[config.mk]
export PLATFORM = sky130hd
export DESIGN_NAME = mem_arbiter
export DESIGN_NICKNAME = d
export VERILOG_FILES = /design/src/rtl/mem_arb_pkg.sv /design/src/rtl/mem_arbiter.sv
export SDC_FILE = /design/constraint.sdc
export NUM_CORES = 1
export LEC_CHECK = 0
export BUFFER_PORTS_ARGS = -buffer_cell sky130_fd_sc_hd__buf_2
export CORE_MARGIN = 2
export CORE_UTILIZATION = 30
export CTS_CLUSTER_SIZE = 40
export DETAILED_ROUTE_END_ITERATION = 8
export PLACE_DENSITY = 0.61
export SKIP_CTS_REPAIR_TIMING = 1
export SYNTH_ARGS = -nofsm -noshare
export SYNTH_HDL_FRONTEND = slang
export SYNTH_SLANG_ARGS = --single-unit
export TNS_END_PERCENT = 20
[constraint.sdc]
create_clock -name clk -period 4.9 [get_ports clk]
set_input_delay 0.735 -clock clk [delete_from_list [all_inputs] [get_ports clk]]
set_output_delay 0.735 -clock clk [all_outputs]
set_load 0.02 [all_outputs]
[src/rtl/mem_arb_pkg.sv]
// Shared types for the CPU/DMA memory arbiter: FSM states, requester ids, default abort limit.
// Latency: n/a (types and constants only).
// Backpressure: n/a.
package mem_arb_pkg;

    typedef enum logic [1:0] {
        ST_IDLE = 2'd0,
        ST_BUSY = 2'd1,
        ST_DONE = 2'd2
    } arb_state_t;

    typedef enum logic {
        REQ_CPU = 1'b0,
        REQ_DMA = 1'b1
    } req_id_t;

    // BUSY cycles allowed before an outstanding access is abandoned.
    localparam int DEFAULT_TIMEOUT = 64;

    // A lone requester always wins; on a tie the favoured requester
    // (the one not granted last) wins.
    function automatic req_id_t pick_winner(
        input logic    cpu_pend,
        input logic    dma_pend,
        input req_id_t favoured
    );
        if (cpu_pend && dma_pend) begin
            return favoured;
        end
        if (dma_pend) begin
            return REQ_DMA;
        end
        return REQ_CPU;
    endfunction

endpackage

[src/rtl/mem_arbiter.sv]
// Two-requester (CPU, DMA) round-robin arbiter in front of a single memory controller port.
// Latency: request sampled at edge N -> mc request after N; mcRamReady sampled at edge M -> requester ready after M.
// Backpressure: requesters hold their request until their ready pulse; the memory side stalls via mcRamReady, bounded by TIMEOUT.
//
// Ports:
//   clk, reset (async, active-low)
//   cpu*/dma*  : read/write request, address, write data in; read data and one-cycle ready out
//   mc*        : read/write request, address, write data out; mcRamRead/mcRamReady in
//   grantDma   : owner of the current or most recent transaction (1 = DMA)
//   timeoutErr : one-cycle pulse when a transaction is abandoned
module mem_arbiter
    import mem_arb_pkg::*;
#(
    parameter int ADDR_W  = 32,
    parameter int DATA_W  = 32,
    parameter int TIMEOUT = DEFAULT_TIMEOUT
) (
    input  logic              clk,
    input  logic              reset,

    input  logic              cpuReadReq,
    input  logic              cpuWriteReq,
    input  logic [ADDR_W-1:0] cpuAddress,
    input  logic [DATA_W-1:0] cpuWrite,
    output logic [DATA_W-1:0] cpuRead,
    output logic              cpuReady,

    input  logic              dmaReadReq,
    input  logic              dmaWriteReq,
    input  logic [ADDR_W-1:0] dmaAddress,
    input  logic [DATA_W-1:0] dmaWrite,
    output logic [DATA_W-1:0] dmaRead,
    output logic              dmaReady,

    output logic              mcReadReq,
    output logic              mcWriteReq,
    output logic [ADDR_W-1:0] mcAddress,
    output logic [DATA_W-1:0] mcWrite,
    input  logic [DATA_W-1:0] mcRamRead,
    input  logic              mcRamReady,

    output logic              grantDma,
    output logic              timeoutErr
);

    // Counter runs 0 .. TIMEOUT-1 over the BUSY cycles of one transaction.
    localparam int              CNT_W    = (TIMEOUT > 1) ? $clog2(TIMEOUT) : 1;
    localparam logic [CNT_W-1:0] CNT_LAST = CNT_W'(TIMEOUT - 1);

    arb_state_t        state_q;
    arb_state_t        state_d;
    req_id_t           favoured_q;
    req_id_t           favoured_d;
    logic [CNT_W-1:0]  cnt_q;
    logic [CNT_W-1:0]  cnt_d;

    logic              mc_read_req_d;
    logic              mc_write_req_d;
    logic [ADDR_W-1:0] mc_address_d;
    logic [DATA_W-1:0] mc_write_d;
    logic [DATA_W-1:0] cpu_read_d;
    logic [DATA_W-1:0] dma_read_d;
    logic              cpu_ready_d;
    logic              dma_ready_d;
    logic              grant_dma_d;
    logic              timeout_err_d;

    logic              cpu_pend;
    logic              dma_pend;
    req_id_t           winner;
    logic              win_write;
    logic              finish;

    assign cpu_pend  = cpuReadReq | cpuWriteReq;
    assign dma_pend  = dmaReadReq | dmaWriteReq;
    assign winner    = pick_winner(cpu_pend, dma_pend, favoured_q);
    // Read and write asserted together by one requester means write.
    assign win_write = (winner == REQ_DMA) ? dmaWriteReq : cpuWriteReq;
    // Completion by the memory takes precedence over an abort on the last allowed cycle.
    assign finish    = mcRamReady || (cnt_q == CNT_LAST);

    // State register.
    always_ff @(posedge clk or negedge reset) begin
        if (!reset) begin
            state_q <= ST_IDLE;
        end else begin
            state_q <= state_d;
        end
    end

    // Next state and next values of every registered output.
    always_comb begin
        state_d        = state_q;
        favoured_d     = favoured_q;
        cnt_d          = cnt_q;
        mc_read_req_d  = 1'b0;
        mc_write_req_d = 1'b0;
        mc_address_d   = mcAddress;
        mc_write_d     = mcWrite;
        cpu_read_d     = cpuRead;
        dma_read_d     = dmaRead;
        cpu_ready_d    = 1'b0;
        dma_ready_d    = 1'b0;
        grant_dma_d    = grantDma;
        timeout_err_d  = 1'b0;

        case (state_q)
            ST_IDLE: begin
                if (cpu_pend || dma_pend) begin
                    grant_dma_d    = (winner == REQ_DMA);
                    favoured_d     = (winner == REQ_DMA) ? REQ_CPU : REQ_DMA;
                    mc_address_d   = (winner == REQ_DMA) ? dmaAddress : cpuAddress;
                    mc_write_d     = (winner == REQ_DMA) ? dmaWrite : cpuWrite;
                    mc_write_req_d = win_write;
                    mc_read_req_d  = !win_write;
                    cnt_d          = '0;
                    state_d        = ST_BUSY;
                end
            end

            ST_BUSY: begin
                if (finish) begin
                    // grantDma still names the owner; the mc request flags
                    // still carry the operation type during BUSY.
                    cpu_ready_d   = !grantDma;
                    dma_ready_d   = grantDma;
                    timeout_err_d = !mcRamReady;
                    if (mcRamReady && mcReadReq) begin
                        if (grantDma) begin
                            dma_read_d = mcRamRead;
                        end else begin
                            cpu_read_d = mcRamRead;
                        end
                    end
                    state_d = ST_DONE;
                end else begin
                    mc_read_req_d  = mcReadReq;
                    mc_write_req_d = mcWriteReq;
                    cnt_d          = cnt_q + CNT_W'(1);
                end
            end

            // One dead cycle so the served requester can drop its request.
            ST_DONE: begin
                state_d = ST_IDLE;
            end

            default: begin
                state_d = ST_IDLE;
            end
        endcase
    end

    // Registered outputs, arbitration priority and BUSY counter.
    always_ff @(posedge clk or negedge reset) begin
        if (!reset) begin
            favoured_q <= REQ_CPU;
            cnt_q      <= '0;
            mcReadReq  <= 1'b0;
            mcWriteReq <= 1'b0;
            mcAddress  <= '0;
            mcWrite    <= '0;
            cpuRead    <= '0;
            dmaRead    <= '0;
            cpuReady   <= 1'b0;
            dmaReady   <= 1'b0;
            grantDma   <= 1'b0;
            timeoutErr <= 1'b0;
        end else begin
            favoured_q <= favoured_d;
            cnt_q      <= cnt_d;
            mcReadReq  <= mc_read_req_d;
            mcWriteReq <= mc_write_req_d;
            mcAddress  <= mc_address_d;
            mcWrite    <= mc_write_d;
            cpuRead    <= cpu_read_d;
            dmaRead    <= dma_read_d;
            cpuReady   <= cpu_ready_d;
            dmaReady   <= dma_ready_d;
            grantDma   <= grant_dma_d;
            timeoutErr <= timeout_err_d;
        end
    end

    a_one_mc_op: assert property (@(posedge clk) disable iff (!reset)
        !(mcReadReq && mcWriteReq));
    a_one_ready: assert property (@(posedge clk) disable iff (!reset)
        !(cpuReady && dmaReady));
    a_tmo_with_ready: assert property (@(posedge clk) disable iff (!reset)
        timeoutErr |-> (cpuReady || dmaReady));

endmodule
==> key figures, run 1 <==
Routing
  – Routed WL per cell: 15.91 um
  – Pre-antenna DRT Iters: 4
  – Post-Route WL: 15.70 mm
  – Via density: 4.669
  – # DRC: 0
  – Number of DRC markers in iteration 0: 159
  – DR vias: 4608
  – Detail Route Antenna Nets: 0

STA
  – Setup Total Neg Slack: 0 ns
  – Hold Vio Cnt, Final: 0
  – Slew @ Worst Pin: 1.135 ns
  – RSZ-0062 raised after global routing: no
  – Clock period minus worst slack: between 2 and 2.5 ns
  – Fin Clk Skew: 0.01621 ns
  – Max Fclk: 446.8 MHz
  – Max-slew headroom: 24.13%
  – Final worst path period share: between 40% and 50%
  – Max Slew Vio Count: 0
  – Final setup vio count: 0

Setup path
  – Worst R2R Path Depth: 4
  – WP data arrival: roughly 2.6 ns
  – Critical path launch point type: input port
  – Max FO, Critical Path: 55
  – Nature of the critical path endpoint: flip-flop
  – Worst Setup Path Type: in -> reg
  – CP required: 5.25 ns

Yosys
  – Leading area contributor after synthesis: dfrtp_1
  – Number of flops mapped to enable cells by yosys: 0
  – Synth area leaders: dfrtp_1, mux2_2, a22o_1
  – Synthesis Warnings: 0
  – Synth top area share: just over 60%
  – Post-synth top cells: dfrtp_1, a21o_1, a22o_1, mux2_2, buf_2
  – Syn nets: 583
  – Avg Cell Area, Syn: 14.01 um2
  – #FFs+latches synth: around 140
  – Library cells used by synthesis: 33
  – Synthesized area: roughly 5800 um2
  – Post-synth top flop: dfrtp_1
  – Asr flop ratio synth: 100.0%
  – Mapped Cells: 415
  – Most common cell in the netlist: dfrtp_1
  – Register area share after synthesis: about three fifths

CTS
  – CTS Buf Count: 17
  – Clock buffer depth: 2
  – CTS tree: done
  – CTS H-tree depth: 4
  – Clk_lat worst skew: 0.42 ns
  – Clock slew at reported path FFs: roughly 0.06 ns
  – Clock Sinks: between 100 and 150
  – Root buffer cell: clkbuf_16

Cells and area
  – N_diodes: 0
  – Area grow syn2layout: 40.25%
  – Fill count: roughly 1.8k
  – Layout cells sized above 1: between 50% and 60%
  – Nets: 882

Min path
  – Worst Hold Class: in -> async

Die
  – Die span in y: 143.2 um
  – Full die area: 20510 um2
  – Chip width: 143.2 um
  – CORE AREA: around 19000 um2
  – Row count: 50
  – Starting density of the core: 30.78%
  – # IOs: 301

Global route
  – Largest net degree at the start of global routing: approximately 60
  – Gr usage total: between 10% and 20%
  – Vias in the first global route: 4670
  – Initial antenna violation count: 0
  – First-pass GRT wire length: 24.25 mm
  – GRT Residual Overflow: 0

Power and ir drop
  – Lkg Pwr: 4.561 nW
  – Maximum VDD drop: 293.6 uV
  – Overall Power: a little under 6 mW
  – Pwr dens: 712.3 nW/um2

Job
  – Max Cap Viol: 0

Placement
  – Port buffer count: 300
  – GPL Wtd Cong: roughly 0.79
  – Post-DP HPWL: 11.23 mm

Outcome
  – Outcome: finished clean
[state kept, by name (all words and copies together) (netlist names)]
signal,flops
cnt_q,6
mcAddress,32
mcWriteReq,1
cpuRead,32
favoured_q,1
mcWrite,32
dmaRead,32
dmaReady,1
cpuReady,1
timeoutErr,1
grantDma,1
mcReadReq,1
state_q,2
[cells by family (layout without fill, tap and decap cells)]
| group | count (synthesis) | count (layout) | share of synthesized area [%] |
|---|---|---|---|
| buf+inv | 29 | 341 | 2.302 |
| compound gates | 147 | 147 | 20.44 |
| flops | 143 | 143 | 61.53 |
| simple gates | 29 | 29 | 2.754 |
| fa+ha+maj | 1 | 1 | 0.2151 |
| mux | 66 | 66 | 12.76 |
[layout by cell type, fill, tap and decap left out, types with 4 or more instances in the layout]
| master | netlist | layout |
|---|---|---|
| a21o_1 | 67 | 67 |
| a22o_1 | 65 | 65 |
| buf_2 | 20 | 299 |
| buf_4 | 0 | 6 |
| clkbuf_16 | 0 | 17 |
| clkinvlp_4 | 0 | 4 |
| dfrtp_1 | 143 | 143 |
| inv_6 | 0 | 7 |
| mux2_2 | 65 | 65 |
| nand2_1 | 6 | 6 |
| nor2_1 | 6 | 6 |
| o21ai_0 | 4 | 4 |
[metrics by stage]
step           instances  instance area, um2  hold WS [ns]  util (%)  setup WS, ns
6_report             987                8157        0.2188     43.17         2.662
5_1_grt              987                8157        0.2387     43.17         2.585
4_1_cts              987                8157        0.2123     43.17         2.722
3_5_place_dp         955                7607        0.4744     40.26         2.262
3_3_place_gp         955                7607        0.4675     40.26         2.242
2_1_floorplan        415                5816        0.4394         -         2.969
[cell type report]
cell class,instances,area (um2),area share (%)
Multi-Input combinational cell,243,2123,26.03
Sequential cell,143,3578,43.87
Clock inverter,15,123.9,1.519
Inverter,2,7.507,0.09204
Tap cell,260,325.3,3.988
Clock buffer,17,425.4,5.216
Timing Repair Buffer,307,1573,19.28
[where the power goes]
group / switching, mW / total [mW] / internal [mW] / leakage [nW]
combinational: 1.46 / 2.58 / 1.11 / 2.50
clock: 0.550 / 1.21 / 0.663 / 0.262
sequential: 0.293 / 2.02 / 1.73 / 1.80
total: 2.30 / 5.81 / 3.51 / 4.56
[final timing paths]
kind / from / end / slack [ns]
worst min register to register: mcWriteReq / mcWriteReq / 0.48
worst max register to register: state_q[0] / mcWrite[28] / 2.72
max in group asynchronous: reset / mcWrite[13] / 3.58
worst max-delay path: dmaReadReq / mcWrite[28] / 2.66
worst min-delay path: reset / cpuRead[0] / 0.22
min in group clk: mcWriteReq / mcWriteReq / 0.48
[critical path: stages]
cell and delay, ns:
buf_2 0.11, o21ai_0 0.16, nor4b_2 0.93, buf_12 0.34
a22o_1 0.18, a21o_1 0.08
[layer usage]
layer / routed length, um / GRT usage [%] / up-vias
li1: - / - / 2153
met1: 6593 / 18.46 / 2231
met2: 7504 / 24.98 / 207
met3: 1369 / 5.298 / 17
met4: 236 / 5.366 / 0
met5: 0 / 0 / -
Note: power is estimated with default switching activity, not from simulation.
==> inputs of run 2 (changes only) <==
ABC_AREA = 1   (was unset)
PLACE_DENSITY = 0.6   (was 0.61)
clock period = 2.2 ns   (was 4.9 ns; I/O delays follow)
==> key figures, run 2 <==
STA
  – Clock period minus worst slack: 1.800 ns
  – Final setup vio count: 0
  – Fin Clk Skew: 0.006358 ns
  – Max-slew headroom: ~61%
  – RSZ-0062 raised after global routing: no
  – Worst setup margin: roughly 0.40 ns
  – Setup Total Neg Slack: 0 ns
  – Final worst path period share: 81.82%
  – Min Hold Slack: 0.1184 ns
  – Max Slew Vio Count: 0
  – Hold Vio Cnt, Final: 0
  – Max Fclk: 555.5 MHz
  – Slew @ Worst Pin: 0.5790 ns

Cells and area
  – N_diodes: 0
  – Area grow syn2layout: 39.48%
  – Most frequent cells in the layout: buf_2, nand2_1, dfrtp_1
  – Most common cell after layout, fill and taps aside: buf_2
  – Nets: between 1k and 1.5k
  – Layout cells sized above 1: 38.56%

Routing
  – Via density: 4.402
  – # DRC: 0
  – Post-Route WL: 18.19 mm
  – Routed WL per cell: 14.58 um
  – DR vias: between 5k and 6k
  – Number of DRC markers in iteration 0: 203
  – Detail Route Antenna Nets: 0
  – Pre-antenna DRT Iters: 4

Yosys
  – Asr flop ratio synth: 100.0%
  – Leading area contributor after synthesis: dfrtp_1
  – Synth top area share: 59.43%
  – Mapped Cells: 673
  – Synth area leaders: dfrtp_1, nand2_1, nand3_1
  – Post-synth top cells: nand2_1, dfrtp_1, nand3_1
  – Register area share after synthesis: 59.43%
  – Post-synth top flop: dfrtp_1
  – Synthesized area: 6021 um2
  – Synthesis Warnings: 0
  – Avg Cell Area, Syn: approximately 9 um2
  – Library cells used by synthesis: 24
  – Syn nets: 841
  – #FFs+latches synth: between 100 and 150
  – Most common cell in the netlist: nand2_1
  – Number of flops mapped to enable cells by yosys: 0

Setup path
  – WP data arrival: 2.15 ns
  – Max FO, Critical Path: 55
  – Nature of the critical path endpoint: flip-flop
  – CP required: ~2.6 ns
  – Critical path launch point type: flip-flop
  – Worst Setup Path Type: reg -> reg

Die
  – CORE AREA: roughly 20000 um2
  – Full die area: ~21000 um2
  – Chip width: 145.7 um
  – Die span in y: approximately 150 um
  – Row count: 51
  – Starting density of the core: 30.73%
  – # IOs: 301

Placement
  – Post-DP HPWL: approximately 14 mm
  – GPL Wtd Cong: between 0.8 and 0.9
  – Pre-CTS WS: 0.3869 ns
  – Port buffer count: 300

Job
  – Max Cap Viol: 0

Power and ir drop
  – Lkg Pwr: 4.594 nW
  – Maximum VDD drop: 765.1 uV
  – Pwr dens: 1467 nW/um2

CTS
  – Clk_lat worst skew: between 0.4 and 0.5 ns
  – CTS tree: done
  – Clock slew at reported path FFs: around 0.060 ns
  – CTS Buf Count: 17
  – CTS H-tree depth: 4
  – Root buffer cell: clkbuf_16
  – Clock Sinks: between 100 and 150
  – Clock buffer depth: 2

Global route
  – Gr usage total: 17.24%
  – Largest net degree at the start of global routing: 65
  – Initial antenna violation count: 1
  – Vias in the first global route: 5322
  – First-pass GRT wire length: between 20 and 30 mm
  – GRT Residual Overflow: 0

Min path
  – Worst Hold Class: in -> reg

Outcome
  – Outcome: finished clean
## run 2: critical path: stages (launching register included)
cell and delay, ns:
dfrtp_1 0.40, nor2_1 0.18, nand2_2 0.23, nor2_4 0.36, buf_12 0.27, nand2_1 0.13
nand3_1 0.10
## run 2: per-stage QoR
step,std cells,util [%],area [um2],total power [mW]
after floorplan,673,-,6021,7.618
after global placement,1216,39.91,7819,9.566
after detailed placement,1216,39.91,7819,9.634
after CTS,1247,42.82,8388,12.50
after global routing,1248,42.87,8398,13.21
final,1248,42.87,8398,12.32
## run 2: area by class of cell
cell class              count  area, um2
flip-flops and latches    143       3578
well taps                 265      331.6
fillers                  1966      11190
multi-input cells         451       2067
inverters                  45      168.9
clock inverters            14      143.9
clock buffers              17      425.4
repair buffers            313       1683
## run 2: report_power, final
part / switching, mW / internal [mW] / leakage [nW]
sequential: 0.606 / 3.75 / 1.83
combinational: 3.43 / 1.74 / 2.50
clock: 1.13 / 1.66 / 0.267
## run 2: per-layer routing
metal  global-route usage, %  share of wire (%)  vias up  wire length, um
met5                       0              0.071        -               13
met4                   6.667                2.4        2              429
met3                   5.580                8.3       25             1507
met2                   27.22                 47      248             8585
met1                   22.07                 42     2486             7655
li1                        -                  -     2733                -
## run 2: path summary, 6_finish.rpt
path / from / end / slack (ns) / cells after the start
worst max-delay path: state_q[0] / mcWrite[23] / 0.40 / 6
worst min register to register: dmaRead[8] / dmaRead[8] / 0.47 / 2
min in group asynchronous: reset / dmaRead[23] / 0.48 / 2
max in group asynchronous: reset / mcWrite[1] / 1.06 / 3
worst min-delay path: cpuAddress[10] / mcAddress[10] / 0.12 / 3
worst max register to register: state_q[0] / mcWrite[23] / 0.40 / 6
## run 2: kinds of logic (layout without fill, tap and decap cells)
group	after synthesis	in the layout	synth area share [%]
AOI/OAI and AO/OA	80	80	8.562
adders and majority gates	1	1	0.2078
buffers and inverters	79	389	6.588
DFF	143	143	59.43
and+or+nand+nor	370	370	25.21
==> inputs of run 3 (changes only) <==
PLACE_DENSITY = 0.63   (was 0.6)
clock period = 1.5 ns   (was 2.2 ns; I/O delays follow)
==> key figures, run 3 (synthesized netlist as in run 2, its figures left out) <==
CTS
  – CTS Buf Count: 17
  – CTS tree: done
  – Clk_lat worst skew: slightly above 0.4 ns
  – CTS H-tree depth: 4
  – Clock buffer depth: 2
  – Clock Sinks: 143
  – Root buffer cell: clkbuf_16
  – Clock slew at reported path FFs: ~0.07 ns

Placement
  – Port buffer count: 300
  – Post-DP HPWL: roughly 13 mm
  – GPL Wtd Cong: between 0.7 and 0.8
  – Pre-CTS WS: -0.2535 ns

Routing
  – Met2 WL: between 8 and 9 mm
  – Routed WL per cell: 14.20 um
  – Number of DRC markers in iteration 0: 176
  – Routed metal-1 wire length: 7.966 mm
  – Uppermost routed layer: met4
  – Pre-antenna DRT Iters: 4
  – # DRC: 0
  – Post-Route WL: 18.35 mm
  – Met3 wire length: approximately 1.3 mm
  – Via density: 4.451
  – Detail Route Antenna Nets: 0
  – DR vias: 5751

STA
  – Worst setup margin: -0.02677 ns
  – Slew @ Worst Pin: 0.4263 ns
  – Hold Vio Cnt, Final: 0
  – Final setup vio count: 17
  – Max Slew Vio Count: 0
  – RSZ-0062 raised after global routing: yes
  – Max Fclk: 655.0 MHz
  – Setup Total Neg Slack: -0.2568 ns
  – Fin Clk Skew: 0.01175 ns
  – Max-slew headroom: 71.58%
  – Final worst path period share: 101.8%
  – Clock period minus worst slack: 1.527 ns

Global route
  – Largest net degree at the start of global routing: 65
  – First-pass GRT wire length: 27.72 mm
  – Gr usage total: roughly 16%
  – Vias in the first global route: 5520
  – GRT Residual Overflow: 0
  – Initial antenna violation count: 0

Power and ir drop
  – Maximum VDD drop: roughly 980 uV
  – Pwr dens: between 2000 and 2500 nW/um2
  – Lkg Pwr: approximately 5 nW
  – Overall Power: 19.19 mW

Die
  – CORE AREA: 19590 um2
  – Chip width: 145.7 um
  – Full die area: approximately 21000 um2
  – # IOs: 301
  – Row count: 51
  – Die span in y: 145.7 um
  – Starting density of the core: 30.73%

Min path
  – Worst Hold Class: in -> reg

Setup path
  – CP required: 1.80 ns
  – Critical Path Slowest Stage Cell: dfrtp_1
  – Largest stage delay, worst path: between 0.3 and 0.4 ns
  – Most frequent CP cell: nand3_4
  – Max FO, Critical Path: 8
  – WP data arrival: 1.82 ns
  – Worst Setup Path Type: reg -> reg
  – Crit-path cells: ha_4 -> nand3_4 -> o21ai_4 -> nand3_4 -> buf_12 -> clkbuf_16 -> nand2_2 -> o21ai_2
  – Nature of the critical path endpoint: flip-flop
  – Critical path launch point type: flip-flop

Cells and area
  – Area grow syn2layout: 51.41%
  – Most common cell after layout, fill and taps aside: buf_2
  – Multi-input logic area: 2225 um2
  – FF+latch area: 3578 um2
  – Nets: 1183
  – N_diodes: 0
  – Layout cells sized above 1: ~44%
  – Fill count: 1911
  – Most frequent cells in the layout: buf_2, nand2_1, dfrtp_1

Job
  – Max Cap Viol: 0

Outcome
  – Outcome: finished with violations
  – Failing checks: setup timing
## run 3: power by group
group | switching, mW | internal, mW | leakage (nW)
registers | 0.969 | 5.50 | 1.83
clock network | 1.67 | 2.49 | 0.272
logic | 5.27 | 3.29 | 2.83
total | 7.91 | 11.3 | 4.93
## run 3: final timing paths
check,from,to,slack (ns),cells past startpoint
worst max-delay path,cnt_q[0],cpuRead[17],-0.03,8
worst min-delay path,cpuWrite[19],mcWrite[19],0.01,3
worst max register to register,cnt_q[0],cpuRead[17],-0.03,8
worst min register to register,dmaRead[10],dmaRead[10],0.47,2
max in group asynchronous,reset,mcWrite[13],0.63,3
min in group asynchronous,reset,cpuRead[6],0.34,2
## run 3: per-layer routing
metal  up-vias  GRT usage, %
met3        13         5.078
li1       2827             -
met2       247         26.42
met1      2664         20.97
met4         0         4.559
met5         -             0
## run 3: final cells by class
cell class,instances,share of cell area (%)
clock buffers,19,4.859
clock inverters,12,1.482
inverters,45,1.853
multi-input cells,451,24.40
flip-flops and latches,143,39.25
well taps,265,3.637
repair buffers,357,24.51
## run 3: worst max-delay path, delay by kind of cell (launching register included)
kind | cells | cell delay, ns
buffers and inverters | 2 | 0.34
AO/OA/AOI/OAI | 2 | 0.26
AND/OR/NAND/NOR | 3 | 0.25
adder cells (fa/ha/maj) | 1 | 0.16
flip-flops | 1 | 0.39
## run 3: through the flow
step	utilization, %	cell area, um2	hold slack [ns]	cells
global route	46.54	9116	0.001042	1292
finish	46.54	9116	0.01404	1292
detailed placement	41.43	8117	0.1831	1243
CTS	44.38	8695	-0.2657	1274
floorplan	-	6052	-0.07059	673
global placement	41.43	8117	0.1812	1243
